### config.mk
export PLATFORM = sky130hd
export DESIGN_NAME = echo_request_arbiter_flat
export DESIGN_NICKNAME = d
export VERILOG_FILES = /design/src/rtl/echo_request_arbiter_if.sv /design/src/rtl/echo_request_arbiter.sv /design/src/flat_wrapper.sv
export SDC_FILE = /design/constraint.sdc
export NUM_CORES = 1
export LEC_CHECK = 0
export CORE_AREA = 2 2 189 191
export CTS_BUF_LIST = sky130_fd_sc_hd__clkbuf_8
export CTS_CLUSTER_SIZE = 40
export DETAILED_ROUTE_END_ITERATION = 10
export DIE_AREA = 0 0 191 193
export PLACE_DENSITY = 0.58
export SYNTH_ARGS = -nofsm -noshare
export SYNTH_HDL_FRONTEND = slang
export SYNTH_SLANG_ARGS = --single-unit
### constraint.sdc
create_clock -name CLK -period 8.6 [get_ports CLK]
set_input_delay 1.72 -clock CLK [delete_from_list [all_inputs] [get_ports CLK]]
set_output_delay 1.72 -clock CLK [all_outputs]
set_load 0.01 [all_outputs]
### src/rtl/echo_request_arbiter_if.sv
// Bundles the requester-side, Echo-side and response-side handshake signals
// of echo_request_arbiter. The arbiter uses the slave modport; whatever sits
// on the other ends (requesters, Echo, response sinks) uses master.
interface echo_request_arbiter_if #(
  parameter int unsigned NUM_REQ = 4
);
  localparam int unsigned DATA_W = 32;

  // requester say channel, one lane per requester
  logic [NUM_REQ-1:0]        req_say_ena;
  logic [NUM_REQ-1:0]        req_say_rdy;
  logic [DATA_W*NUM_REQ-1:0] req_say_meth;
  logic [DATA_W*NUM_REQ-1:0] req_say_v;

  // Echo request port
  logic                      echo_say_ena;
  logic [DATA_W-1:0]         echo_say_meth;
  logic [DATA_W-1:0]         echo_say_v;
  logic                      echo_say_rdy;

  // Echo indication port
  logic                      echo_heard_ena;
  logic [DATA_W-1:0]         echo_heard_meth;
  logic [DATA_W-1:0]         echo_heard_v;
  logic                      echo_heard_rdy;

  // response delivery back to the requesters, data shared by all lanes
  logic [NUM_REQ-1:0]        rsp_heard_ena;
  logic [DATA_W-1:0]         rsp_heard_meth;
  logic [DATA_W-1:0]         rsp_heard_v;
  logic [NUM_REQ-1:0]        rsp_heard_rdy;

  modport slave (
    input  req_say_ena, req_say_meth, req_say_v,
    output req_say_rdy,
    output echo_say_ena, echo_say_meth, echo_say_v,
    input  echo_say_rdy,
    input  echo_heard_ena, echo_heard_meth, echo_heard_v,
    output echo_heard_rdy,
    output rsp_heard_ena, rsp_heard_meth, rsp_heard_v,
    input  rsp_heard_rdy
  );

  modport master (
    output req_say_ena, req_say_meth, req_say_v,
    input  req_say_rdy,
    input  echo_say_ena, echo_say_meth, echo_say_v,
    output echo_say_rdy,
    output echo_heard_ena, echo_heard_meth, echo_heard_v,
    input  echo_heard_rdy,
    input  rsp_heard_ena, rsp_heard_meth, rsp_heard_v,
    output rsp_heard_rdy
  );
endinterface

### src/rtl/echo_request_arbiter.sv
// Shares the single Echo say/heard channel among NUM_REQ requesters.
// One transaction at a time: say issue -> heard response -> delivery to the
// issuing requester. A round-robin token picks the next requester; the
// response is steered back by the stored owner index.
module echo_request_arbiter #(
  parameter int unsigned NUM_REQ = 4,
  parameter int unsigned IDX_W   = $clog2(NUM_REQ),
  parameter int unsigned CNT_W   = 16
) (
  input  logic                      CLK,
  input  logic                      RST,
  echo_request_arbiter_if.slave     bus,
  output logic [IDX_W-1:0]          owner,
  output logic                      busy,
  output logic [CNT_W-1:0]          txn_count,
  output logic                      proto_err
);

  localparam int unsigned DATA_W = 32;

  localparam logic [1:0] IDLE    = 2'd0;
  localparam logic [1:0] ISSUE   = 2'd1;
  localparam logic [1:0] WAIT    = 2'd2;
  localparam logic [1:0] DELIVER = 2'd3;

  logic [1:0]         state_q,     state_d;
  logic [IDX_W-1:0]   tok_q,       tok_d;
  logic [IDX_W-1:0]   owner_q,     owner_d;
  logic [DATA_W-1:0]  say_meth_q,  say_meth_d;
  logic [DATA_W-1:0]  say_v_q,     say_v_d;
  logic [DATA_W-1:0]  rsp_meth_q,  rsp_meth_d;
  logic [DATA_W-1:0]  rsp_v_q,     rsp_v_d;
  logic [CNT_W-1:0]   cnt_q,       cnt_d;
  logic               perr_q,      perr_d;

  logic [NUM_REQ-1:0] tok_onehot_c;
  logic [NUM_REQ-1:0] owner_onehot_c;
  logic               sel_ena_c;
  logic [DATA_W-1:0]  sel_meth_c;
  logic [DATA_W-1:0]  sel_v_c;

  logic [NUM_REQ-1:0] req_rdy_c;
  logic               say_ena_c;
  logic               heard_rdy_c;
  logic [NUM_REQ-1:0] rsp_ena_c;
  logic               req_xfer_c;
  logic               heard_xfer_c;
  logic               rsp_xfer_c;
  logic               perr_hit_c;

  // Index successor, wrapping at NUM_REQ-1 (NUM_REQ need not be a power of two)
  function automatic logic [IDX_W-1:0] next_idx(input logic [IDX_W-1:0] idx);
    if (idx == IDX_W'(NUM_REQ - 1)) begin
      return '0;
    end
    return idx + IDX_W'(1);
  endfunction

  // Decode token/owner to one-hot and mux out the token holder's say lane
  always_comb begin
    tok_onehot_c   = '0;
    owner_onehot_c = '0;
    sel_meth_c     = '0;
    sel_v_c        = '0;
    for (int i = 0; i < NUM_REQ; i++) begin
      tok_onehot_c[i]   = (tok_q == IDX_W'(i));
      owner_onehot_c[i] = (owner_q == IDX_W'(i));
      if (tok_q == IDX_W'(i)) begin
        sel_meth_c = bus.req_say_meth[i*DATA_W +: DATA_W];
        sel_v_c    = bus.req_say_v[i*DATA_W +: DATA_W];
      end
    end
    sel_ena_c = |(bus.req_say_ena & tok_onehot_c);
  end

  // Handshake strobes: RDY from state only, ENA outputs gated by partner RDY
  always_comb begin
    req_rdy_c    = (state_q == IDLE) ? tok_onehot_c : '0;
    say_ena_c    = (state_q == ISSUE) && bus.echo_say_rdy;
    heard_rdy_c  = (state_q == WAIT);
    rsp_ena_c    = (state_q == DELIVER) ? (owner_onehot_c & bus.rsp_heard_rdy) : '0;
    req_xfer_c   = (state_q == IDLE) && sel_ena_c;
    heard_xfer_c = heard_rdy_c && bus.echo_heard_ena;
    rsp_xfer_c   = |rsp_ena_c;
    // any incoming strobe that finds its RDY low is a protocol violation
    perr_hit_c   = (|(bus.req_say_ena & ~req_rdy_c)) ||
                   (bus.echo_heard_ena && !heard_rdy_c);
  end

  // Next-state and datapath update for one transaction at a time
  always_comb begin
    state_d    = state_q;
    tok_d      = tok_q;
    owner_d    = owner_q;
    say_meth_d = say_meth_q;
    say_v_d    = say_v_q;
    rsp_meth_d = rsp_meth_q;
    rsp_v_d    = rsp_v_q;
    cnt_d      = cnt_q;
    perr_d     = perr_q || perr_hit_c;

    case (state_q)
      IDLE: begin
        if (req_xfer_c) begin
          say_meth_d = sel_meth_c;
          say_v_d    = sel_v_c;
          owner_d    = tok_q;
          state_d    = ISSUE;
        end else begin
          tok_d = next_idx(tok_q);
        end
      end
      ISSUE: begin
        if (say_ena_c) begin
          state_d = WAIT;
        end
      end
      WAIT: begin
        if (heard_xfer_c) begin
          rsp_meth_d = bus.echo_heard_meth;
          rsp_v_d    = bus.echo_heard_v;
          state_d    = DELIVER;
        end
      end
      DELIVER: begin
        if (rsp_xfer_c) begin
          cnt_d   = cnt_q + CNT_W'(1);
          tok_d   = next_idx(owner_q);
          state_d = IDLE;
        end
      end
      default: begin
        state_d = IDLE;
      end
    endcase
  end

  // State register; reset drops any in-flight transaction
  always_ff @(posedge CLK or posedge RST) begin
    if (RST) begin
      state_q    <= IDLE;
      tok_q      <= '0;
      owner_q    <= '0;
      say_meth_q <= '0;
      say_v_q    <= '0;
      rsp_meth_q <= '0;
      rsp_v_q    <= '0;
      cnt_q      <= '0;
      perr_q     <= 1'b0;
    end else begin
      state_q    <= state_d;
      tok_q      <= tok_d;
      owner_q    <= owner_d;
      say_meth_q <= say_meth_d;
      say_v_q    <= say_v_d;
      rsp_meth_q <= rsp_meth_d;
      rsp_v_q    <= rsp_v_d;
      cnt_q      <= cnt_d;
      perr_q     <= perr_d;
    end
  end

  assign bus.req_say_rdy    = req_rdy_c;
  assign bus.echo_say_ena   = say_ena_c;
  assign bus.echo_say_meth  = say_meth_q;
  assign bus.echo_say_v     = say_v_q;
  assign bus.echo_heard_rdy = heard_rdy_c;
  assign bus.rsp_heard_ena  = rsp_ena_c;
  assign bus.rsp_heard_meth = rsp_meth_q;
  assign bus.rsp_heard_v    = rsp_v_q;

  assign owner     = owner_q;
  assign busy      = (state_q != IDLE);
  assign txn_count = cnt_q;
  assign proto_err = perr_q;

endmodule
### src/flat_wrapper.sv
// flat-port wrapper written by rule: the top's interface ports become plain ports
module echo_request_arbiter_flat 
#(
  parameter int unsigned NUM_REQ = 4,
  parameter int unsigned IDX_W   = $clog2(NUM_REQ),
  parameter int unsigned CNT_W   = 16
)
  (CLK, RST, owner, busy, txn_count, proto_err, bus_req_say_ena, bus_req_say_meth, bus_req_say_v, bus_req_say_rdy, bus_echo_say_ena, bus_echo_say_meth, bus_echo_say_v, bus_echo_say_rdy, bus_echo_heard_ena, bus_echo_heard_meth, bus_echo_heard_v, bus_echo_heard_rdy, bus_rsp_heard_ena, bus_rsp_heard_meth, bus_rsp_heard_v, bus_rsp_heard_rdy);
  echo_request_arbiter_if #(.NUM_REQ(NUM_REQ)) bus_i ();
  input  logic CLK;
  input  logic RST;
  output logic [IDX_W-1:0] owner;
  output logic busy;
  output logic [CNT_W-1:0] txn_count;
  output logic proto_err;
  input wire logic [$bits(bus_i.req_say_ena)-1:0] bus_req_say_ena;
  input wire logic [$bits(bus_i.req_say_meth)-1:0] bus_req_say_meth;
  input wire logic [$bits(bus_i.req_say_v)-1:0] bus_req_say_v;
  output wire logic [$bits(bus_i.req_say_rdy)-1:0] bus_req_say_rdy;
  output wire logic [$bits(bus_i.echo_say_ena)-1:0] bus_echo_say_ena;
  output wire logic [$bits(bus_i.echo_say_meth)-1:0] bus_echo_say_meth;
  output wire logic [$bits(bus_i.echo_say_v)-1:0] bus_echo_say_v;
  input wire logic [$bits(bus_i.echo_say_rdy)-1:0] bus_echo_say_rdy;
  input wire logic [$bits(bus_i.echo_heard_ena)-1:0] bus_echo_heard_ena;
  input wire logic [$bits(bus_i.echo_heard_meth)-1:0] bus_echo_heard_meth;
  input wire logic [$bits(bus_i.echo_heard_v)-1:0] bus_echo_heard_v;
  output wire logic [$bits(bus_i.echo_heard_rdy)-1:0] bus_echo_heard_rdy;
  output wire logic [$bits(bus_i.rsp_heard_ena)-1:0] bus_rsp_heard_ena;
  output wire logic [$bits(bus_i.rsp_heard_meth)-1:0] bus_rsp_heard_meth;
  output wire logic [$bits(bus_i.rsp_heard_v)-1:0] bus_rsp_heard_v;
  input wire logic [$bits(bus_i.rsp_heard_rdy)-1:0] bus_rsp_heard_rdy;
  assign bus_i.req_say_ena = bus_req_say_ena;
  assign bus_i.req_say_meth = bus_req_say_meth;
  assign bus_i.req_say_v = bus_req_say_v;
  assign bus_req_say_rdy = bus_i.req_say_rdy;
  assign bus_echo_say_ena = bus_i.echo_say_ena;
  assign bus_echo_say_meth = bus_i.echo_say_meth;
  assign bus_echo_say_v = bus_i.echo_say_v;
  assign bus_i.echo_say_rdy = bus_echo_say_rdy;
  assign bus_i.echo_heard_ena = bus_echo_heard_ena;
  assign bus_i.echo_heard_meth = bus_echo_heard_meth;
  assign bus_i.echo_heard_v = bus_echo_heard_v;
  assign bus_echo_heard_rdy = bus_i.echo_heard_rdy;
  assign bus_rsp_heard_ena = bus_i.rsp_heard_ena;
  assign bus_rsp_heard_meth = bus_i.rsp_heard_meth;
  assign bus_rsp_heard_v = bus_i.rsp_heard_v;
  assign bus_i.rsp_heard_rdy = bus_rsp_heard_rdy;
  echo_request_arbiter #(.NUM_REQ(NUM_REQ), .IDX_W(IDX_W), .CNT_W(CNT_W)) u_core (.CLK(CLK), .RST(RST), .bus(bus_i), .owner(owner), .busy(busy), .txn_count(txn_count), .proto_err(proto_err));
endmodule
==> results.toml <==
[outcome]
status = "finished, final reports clean"

[cts]
cts_resized = 0
cts-buffers-inserted = 17
clock_latency_ns = 0.46
htreeDepth = 4
hold_buffers = 0
cts.sinks = 151
cts_setup_buffers = 0
cts_tree = "done"
cts.root.buffer_cell = "clkbuf_8"
cts.path.max_buffers = 2
clk_pin_slew_ns = 0.07

[setup_path]
r2r.worst_path.cells = 7
path_cells = "clkdlybuf4s50_1, and3_2, clkdlybuf4s50_1"
r2r_end = "u_core.bus.echo_say_v[21]"
r2r_slack_ns = 5.57
cp_slowest_stage_delay_ns = 0.54
path_max_fanout = 2
worst-setup-path-type = "input port to primary output"
worstPathArrival_ns = 2.93
critPathRequiredTime_ns = 6.88
r2r-start = "u_core.tok_q[1]"
end_kind = "primary output"
crit_path_start_kind = "input port"
critPathSlowestCell = "clkdlybuf4s50_1"
cpMostUsedCell = "clkdlybuf4s50_1"

[cells_and_area]
nets = 1561
drive_gt1_frac = 0.09772
mostFrequentLayoutCells = "clkdlybuf4s50_1 (489), dfrtp_1 (151), inv_1 (77)"
final_common_cell = "clkdlybuf4s50_1"
fin_cells = 1690
area_delta_synth_final_pct = 72.63
final_area_mm2 = 0.01347

[logic_synthesis]
yosysWarnings = 0
synthSimpleGateAreaFrac = 0.06013
ys_seq_area_frac = 0.4842
syn_avg_cell_area_um2 = 10.20
synth_cell_types = 40
synth_mux_area_frac = 0.09957
synth-compound-area-share = 0.2439
synthAdderAreaFrac = 0.02084
synth-seq-cells = 151
synth_top_family_by_area = "compound AO/OA/AOI/OAI gates"
synth_area_mm2 = 0.007804
synth_fp_nets = 1110
synth-xor-area-share = 0.01684
synthCells = 765

[floorplan]
die_w_um = 191
ios = 490
die-area_mm2 = 0.03686
die_h_um = 193
floorplan.initialDensity = 0.2232
rows = 69
coreArea_mm2 = 0.03496

[timing]
fin_crit_ns = 4.647
period_share = 0.5403
max_freq_mhz = 215.2
finClkSkew_ns = 0.01684
finalSetupTns_ns = 0
slew_headroom = 0.3059
setup_viol = 0
tightest_slew_ns = 1.041
rsz0062_at_grt = "false"
hold_viol = 0
slew_viol_final = 0

[worst_hold_path]
worstHoldPathType = "register to register"
hold-path-cell-count = 2
min_to = "u_core.bus.echo_say_v[25]"
min_from = "u_core.bus.echo_say_v[25]"

[global_route]
overflow = 0
grt_pass1_vias = 7632
antenna_found_initial = 1
grt_use_total = 0.1614
grt_start_max_net_pins = 77
grt_pass1_wl_um = 44850

[routing]
ant_nets = 0
drc = 0
num_vias = 7566
drt-wirelength-per-cell_um = 18.36
routed_wl_um = 31030
drtIter0Drc = 244
firstDrtPassIters = 4
routed_via_density = 4.477

[placement]
io_buffers = 489
placed_area_mm2 = 0.01310
dp.cells = 1658
gp_congestion = 0.7675
dpl.hpwl_um = 23440

[pwr]
power_leakage_nw = 5.646
pwr_density_cell_mw_per_mm2 = 314.1
power_mw = 4.231
vdd_drop_max_uv = 170.3

[job]
maxCapViolCount = 0
-- registers in the layout, summed over array words and instances, names as in the netlist --
register,flops
u_core.tok_q,2
u_core.state_q,2
u_core.bus.rsp_heard_meth,32
u_core.bus.echo_say_meth,32
u_core.bus.echo_say_v,32
u_core.txn_count,16
u_core.proto_err,1
u_core.owner,2
u_core.bus.rsp_heard_v,32
-- critical path, delay by kind of cell --
family                 cells  cell delay [ns]
buffers and inverters      2             1.03
and+or+nand+nor            1             0.17
-- where the power goes --
group / internal [mW] / switching (mW)
Combinational: 1.29 / 1.21
Clock: 0.236 / 0.312
Sequential: 1.01 / 0.170
-- through the flow --
step                setup slack [ns]  utilization  hold WS, ns
global route                   3.934       0.3852       0.5177
detailed placement             3.963       0.3746       0.4688
floorplan                      2.815            -       0.5075
finish                         3.953       0.3853       0.4809
CTS                            3.963       0.3852       0.4880
global placement               3.974       0.3746       0.4623
-- Yosys cell counts, drive strengths merged --
library cell	number	area (um2)
nand4	6	37.54
and3	7	50.05
nor2	1	3.750
mux2i	3	30.03
inv	78	292.8
a222oi	1	10.01
nand2	77	289.0
and2	1	6.260
nand3	4	20.02
o22ai	1	6.260
a21o	1	8.760
xor2	3	26.28
and4	3	26.28
buf	36	183.9
dfrtp	151	3779
a22oi	68	525.5
nor3	1	5.000
a311o	1	11.26
clkbuf	28	105.1
ha	13	162.7
nor3b	1	18.77
o21ai	66	330.3
a21boi	1	11.26
a211oi	2	20.02
a221oi	1	8.760
nor2b	1	6.260
mux2	66	747.0
a221o	64	640.6
a21oi	66	330.3
xnor2	12	105.1
nor4	1	6.260
-- cells by family (layout without fill, tap and decap cells) --
logic type | Yosys count | in the layout
AO/OA/AOI/OAI | 272 | 272
XOR/XNOR | 15 | 15
adder cells (fa/ha/maj) | 13 | 13
buffers and inverters | 142 | 605
flip-flops | 151 | 151
multiplexers | 69 | 69
other | 0 | 1
AND/OR/NAND/NOR | 103 | 103
-- how the worst max path moves through the flow --
stage | from | end | slack [ns] | cells past startpoint
after floorplan | RST | u_core.bus.echo_say_meth[0] | 2.82 | 1
after global placement | bus_rsp_heard_rdy[3] | bus_rsp_heard_ena[3] | 3.97 | 3
after detailed placement | bus_rsp_heard_rdy[3] | bus_rsp_heard_ena[3] | 3.96 | 3
after CTS | bus_rsp_heard_rdy[3] | bus_rsp_heard_ena[3] | 3.96 | 3
after global routing | bus_rsp_heard_rdy[2] | bus_rsp_heard_ena[2] | 3.93 | 3
final | bus_rsp_heard_rdy[3] | bus_rsp_heard_ena[3] | 3.95 | 3
-- metal layers --
metal,wire length (um),track usage,vias up
met5,0,0,-
met4,389,0.04293,0
met3,2562,0.04923,15
met2,15220,0.2795,331
met1,12860,0.1944,3549
li1,-,-,3671
-- area by class of cell --
class | count | area, um2
diodes | 1 | 2.502
clock buffers | 17 | 234.0
clock inverters | 14 | 137.6
fillers | 3500 | 21490
inverters | 78 | 297.8
multi-input cells | 472 | 3497
flip-flops and latches | 151 | 3779
well taps | 461 | 576.8
repair buffers | 496 | 4947
Note: power is estimated with default switching activity, not from simulation.
